File: config.mk
export PLATFORM = sky130hd
export DESIGN_NAME = serial_to_para
export DESIGN_NICKNAME = d
export VERILOG_FILES = /design/src/rtl/serdes_pkg.sv /design/src/rtl/word_align_fsm.sv /design/src/rtl/serial_to_para.sv
export SDC_FILE = /design/constraint.sdc
export NUM_CORES = 1
export LEC_CHECK = 0
export CORE_ASPECT_RATIO = 1.5
export CORE_MARGIN = 2
export CORE_UTILIZATION = 42
export CTS_CLUSTER_DIAMETER = 80
export CTS_CLUSTER_SIZE = 25
export DETAILED_ROUTE_END_ITERATION = 10
export GPL_TIMING_DRIVEN = 0
export PLACE_DENSITY = 0.62
export SYNTH_ARGS = -nofsm -noshare
export SYNTH_HDL_FRONTEND = slang
export SYNTH_SLANG_ARGS = --single-unit
File: constraint.sdc
create_clock -name clk -period 2.3 [get_ports clk]
set_input_delay 0.23 -clock clk [delete_from_list [all_inputs] [get_ports clk]]
set_output_delay 0.23 -clock clk [all_outputs]
set_load 0.01 [all_outputs]
File: src/rtl/serdes_pkg.sv
// Shared definitions for the 10-bit serial link: word width, comma code,
// aligner state encoding and a saturating counter helper.
package serdes_pkg;

   localparam int unsigned WORD_W  = 10;
   localparam int unsigned CNT_W   = 4;
   localparam int unsigned PHASE_W = 4;

   localparam logic [WORD_W-1:0]  K28_5      = 10'b0011111010;
   localparam logic [PHASE_W-1:0] PHASE_LAST = PHASE_W'(WORD_W - 1);

   typedef enum logic [1:0] {
      HUNT   = 2'd0,
      SYNC   = 2'd1,
      LOCKED = 2'd2
   } align_state_e;

   // Counters stick at all-ones instead of wrapping.
   function automatic logic [CNT_W-1:0] sat_inc(input logic [CNT_W-1:0] v);
      return (v == '1) ? v : CNT_W'(v + 1'b1);
   endfunction

endpackage

File: src/rtl/word_align_fsm.sv
// Word-boundary aligner: hunts for a comma, confirms it over repeated aligned
// commas, and drops lock after too many misaligned ones.
module word_align_fsm
   import serdes_pkg::*;
#(
   parameter int unsigned LOCK_COUNT   = 3,
   parameter int unsigned UNLOCK_COUNT = 4
) (
   input  logic clk,
   input  logic rst_n,
   input  logic comma_now,
   input  logic phase_zero,
   output logic realign,
   output logic capture,
   output logic locked
);

   localparam logic [CNT_W-1:0] LOCK_CNT   = CNT_W'(LOCK_COUNT);
   localparam logic [CNT_W-1:0] UNLOCK_CNT = CNT_W'(UNLOCK_COUNT);
   localparam logic [CNT_W-1:0] CNT_ONE    = CNT_W'(1);

   align_state_e     state, state_nxt;
   logic [CNT_W-1:0] comma_cnt, comma_cnt_nxt;
   logic [CNT_W-1:0] err_cnt, err_cnt_nxt;
   logic [CNT_W-1:0] comma_inc, err_inc;

   assign comma_inc = sat_inc(comma_cnt);
   assign err_inc   = sat_inc(err_cnt);

   always_ff @(posedge clk or negedge rst_n) begin
      if (!rst_n) begin
         state     <= HUNT;
         comma_cnt <= '0;
         err_cnt   <= '0;
         locked    <= 1'b0;
      end else begin
         state     <= state_nxt;
         comma_cnt <= comma_cnt_nxt;
         err_cnt   <= err_cnt_nxt;
         locked    <= (state_nxt == LOCKED);
      end
   end

   always_comb begin
      state_nxt     = state;
      comma_cnt_nxt = comma_cnt;
      err_cnt_nxt   = err_cnt;
      realign       = 1'b0;
      capture       = 1'b0;

      case (state)
         HUNT: begin
            if (comma_now) begin
               realign       = 1'b1;
               comma_cnt_nxt = CNT_ONE;
               if (LOCK_COUNT == 1) begin
                  state_nxt   = LOCKED;
                  err_cnt_nxt = '0;
               end else begin
                  state_nxt = SYNC;
               end
            end
         end

         SYNC: begin
            if (comma_now && phase_zero) begin
               comma_cnt_nxt = comma_inc;
               if (comma_inc >= LOCK_CNT) begin
                  state_nxt   = LOCKED;
                  err_cnt_nxt = '0;
               end
            end else if (comma_now) begin
               realign       = 1'b1;
               comma_cnt_nxt = CNT_ONE;
            end
         end

         LOCKED: begin
            capture = phase_zero;
            if (comma_now && phase_zero) begin
               err_cnt_nxt = '0;
            end else if (comma_now) begin
               // Misaligned comma; no realign on the cycle lock is dropped.
               if (err_inc >= UNLOCK_CNT) begin
                  state_nxt     = HUNT;
                  comma_cnt_nxt = '0;
                  err_cnt_nxt   = '0;
               end else begin
                  err_cnt_nxt = err_inc;
               end
            end
         end

         default: state_nxt = HUNT;
      endcase
   end

endmodule

File: src/rtl/serial_to_para.sv
// Receive deserializer: shifts the MSB-first serial stream in, aligns on a
// comma and presents each aligned word with a one-cycle valid strobe.
module serial_to_para
   import serdes_pkg::*;
#(
   parameter logic [WORD_W-1:0] COMMA        = K28_5,
   parameter int unsigned       LOCK_COUNT   = 3,
   parameter int unsigned       UNLOCK_COUNT = 4
) (
   input  logic              clk,
   input  logic              rst_n,
   input  logic              serial_in,
   output logic [WORD_W-1:0] para_out,
   output logic              word_valid,
   output logic              comma_flag,
   output logic              locked
);

   logic [WORD_W-1:0]  sr;
   logic [PHASE_W-1:0] phase;
   logic               comma_now;
   logic               phase_zero;
   logic               realign;
   logic               capture;

   assign comma_now  = (sr == COMMA);
   assign phase_zero = (phase == '0);

   word_align_fsm #(
      .LOCK_COUNT   (LOCK_COUNT),
      .UNLOCK_COUNT (UNLOCK_COUNT)
   ) u_align (
      .clk        (clk),
      .rst_n      (rst_n),
      .comma_now  (comma_now),
      .phase_zero (phase_zero),
      .realign    (realign),
      .capture    (capture),
      .locked     (locked)
   );

   // A realign fires the cycle after the comma completes, so phase restarts at 1.
   always_ff @(posedge clk or negedge rst_n) begin
      if (!rst_n) begin
         sr         <= '0;
         phase      <= '0;
         para_out   <= '0;
         word_valid <= 1'b0;
         comma_flag <= 1'b0;
      end else begin
         sr         <= {sr[WORD_W-2:0], serial_in};
         word_valid <= capture;
         comma_flag <= capture & comma_now;
         if (capture) begin
            para_out <= sr;
         end
         if (realign) begin
            phase <= PHASE_W'(1);
         end else if (phase == PHASE_LAST) begin
            phase <= '0;
         end else begin
            phase <= PHASE_W'(phase + 1'b1);
         end
      end
   end

endmodule

==> results.txt <==
Status - finished, final reports clean
Leakage Power - 0.9280 nW
Critical Path AT - 2240 ps
DIE WIDTH - 55.84 um
Slew Limit Headroom - 45.26%
H-tree depth - 2
Clk_lat worst skew - 290 ps
Core area - 3924 sq um
Postcts setup bufs - 0
Critical path startpoint - u_align.comma_cnt[0]
Worst slew pin tran - 821.2 ps
WL per Instance - 14.99 um
Worst slack, placed - 119.7 ps
Hold Vio Cnt, Final - 0
Overflow after GRT - 0
Ranking of synthesized cells by area - dfrtp_1, mux2_2, ha_1
Finished Cell Area - 2014 sq um
Starting Density - 43.14%
Sequential share of the synthesized area - 54.69%
Fraction of layout cells with a size suffix above 1 - 15.79%
Die area - 4565 sq um
CTS tree - done
Peak supply drop - 0.4661 mV
FP Rows - 28
# setup viols final - 0
Critical path, cell by cell - ha_1, nor2b_1, nor3_1, a21boi_0, o21ai_1, mux2_2
Critical Path RT - 2470 ps
Period minus WS final - 2066 ps
Synth Flop Type - dfrtp_1
Dpl hpwl - 2341 um
Total track usage - 15.64%
Clk sinks - 37
Post-synth EDFFs - 0
Iter 0 DRT Violations - 19
Synth area leader - dfrtp_1
Area grow syn2layout - 18.99%
Asr flop ratio synth - 100.0%
Setup TNS - 0 ps
Top-area cell type share of the netlist area - 54.69%
ANT cells - 0
Fin. max-slew vios - 0
Cells after Synth - 148
Pin count of the biggest net entering global routing - 38
Number of synthesis warnings - 0
Num ports - 16
Routed Antenna Nets - 0
Layout Nets - 179
Fin crit share - 89.83%
Final WL - 3237 um
First-pass GRT wire length - 5471 um
TritonCTS Buffers - 5
Cell area after synthesis - 1693 sq um
Hold Crit Class - in -> async
Crit end category - register
PD cells - 720.6 nW/um^2
Via density - 5.523
Max_cap viols - 0
Number of remaining DRC errors - 0
Critical path type - reg -> reg
Mean Syn Cell Area - 11.44 sq um
Vias in the first global route - 1,196
Crit path max fanout - 6
Seq cells post-synth - 37
CP endpoint - u_align.err_cnt[0]
Max frequency - 0.4840 GHz
Worst path slowest cell - dfrtp_1
Gpl congestion - 0.7771
CTS Root Cell - clkbuf_8
Placed cell area - 1894 sq um
RSZ-0062 raised after global routing - no
Crit path largest cell delay - 450 ps
Reg2reg setup slack - 230 ps
Pre-antenna DRT Iters - 4
Reg2reg start - u_align.comma_cnt[0]
Cell variety after synth - 39
R2R depth - 6
Longest Clk Path Bufs - 2
Detailed-route via count - 1,193
Initial antenna violation count - 0
Port Buffers - 15
Critical path launch point type - register
RR Endpoint - u_align.err_cnt[0]
Synth Net Count - 157
Final worst slack - 234.0 ps
Die Ht - 81.76 um
Final Skew - 7.476 ps
Worst-path clk slew - 80 ps
## placed cells by master, fill, tap and decap left out, types with 2 or more instances in the layout
cell             count
mux2_2              13
nand3_1              6
a211oi_1             2
inv_1                6
o21ai_0              7
and3_1               2
dfrtp_1             37
nand2_1              8
nand2b_1             3
buf_2                2
o22a_1               2
o21ai_1              2
nor2_1               9
o211ai_1             2
a31oi_1              2
nor2b_1              5
and2_1               4
nor4_1               2
clkdlybuf4s50_1     14
a21oi_1              8
clkbuf_8             6
clkbuf_1             3
ha_1                 6
## power breakdown
group          internal, mW  total (mW)  switching, mW
Combinational        0.0595       0.140         0.0802
Clock                 0.352       0.580          0.228
Sequential            0.689       0.732         0.0427
Total                  1.10        1.45          0.351
## worst max-delay path, delay by kind of cell (launching register included)
kind	cells	cell delay, ps
flops	1	450
compound gates	2	420
simple gates	2	380
mux	1	380
fa+ha+maj	1	330
## area by class of cell
class / instances / area [sq um]
Buffer: 4 / 16.27
Tap cell: 45 / 56.30
Sequential cell: 37 / 925.9
Multi-Input combinational cell: 101 / 728.2
Clock buffer: 6 / 82.58
Timing Repair Buffer: 15 / 145.1
Clock inverter: 2 / 37.54
Inverter: 6 / 22.52
Fill cell: 367 / 1909
## how the worst min path moves through the flow
stage / slack (ps) / cells past startpoint / to / startpoint
2_1_floorplan: -70 / 0 / comma_flag / rst_n
3_3_place_gp: 380 / 0 / sr[3] / sr[2]
3_5_place_dp: 380 / 1 / u_align.err_cnt[2] / rst_n
4_1_cts: 70 / 1 / sr[1] / rst_n
5_1_grt: 110 / 1 / u_align.comma_cnt[3] / rst_n
6_report: 30 / 1 / u_align.locked / rst_n
## cell usage after synthesis, types with 2 or more instances
master	number
dfrtp_1	37
mux2_2	13
nor2_1	9
a21oi_1	8
nand2_1	8
o21ai_0	8
ha_1	6
inv_1	6
nand3_1	6
nor2b_1	5
and2_1	4
clkbuf_1	3
nand2b_1	3
a211oi_1	2
a31oi_1	2
and3_1	2
nor4_1	2
o211ai_1	2
o22a_1	2
## routing by layer
layer	global-route usage, %	vias to the layer above	wire [um]
met3	4.409	6	144
met2	28.21	24	1660
li1	-	573	-
met4	7.143	0	58
met5	0	-	0
met1	17.11	590	1373
## cell families (layout without fill, tap and decap cells)
group	count (synthesis)	after routing	synth area share [%]
and+or+nand+nor	46	46	15.82
adders and majority gates	6	6	4.434
AOI/OAI and AO/OA	34	34	13.01
buffers and inverters	10	33	2.291
DFF	37	37	54.69
muxes	14	14	9.239
xor gates and xnor gates	1	1	0.5175
## timing repair
| action | CTS | global route |
|---|---|---|
| hold buffers | 0 | 0 |
| gates resized for setup | 0 | 1 |
| setup endpoints to repair | 0 | 2 |
## registers in the layout, indices dropped and copies added (netlist names)
| signal | cells |
|---|---|
| para_out | 10 |
| sr | 10 |
| phase | 4 |
| u_align.comma_cnt | 4 |
| u_align.err_cnt | 4 |
| u_align.state | 2 |
| comma_flag | 1 |
| u_align.locked | 1 |
| word_valid | 1 |
## through the flow
stage	hold WS [ps]	total power [mW]	cells	util, %
after floorplan	-65.59	0.8327	148	-
after global placement	383.9	0.8631	208	48.41
after detailed placement	377.7	0.8831	208	48.28
after CTS	69.12	1.471	216	51.34
after global routing	109.4	1.513	216	51.34
final	28.14	1.452	216	51.34
Note: power is estimated with default switching activity, not from simulation.
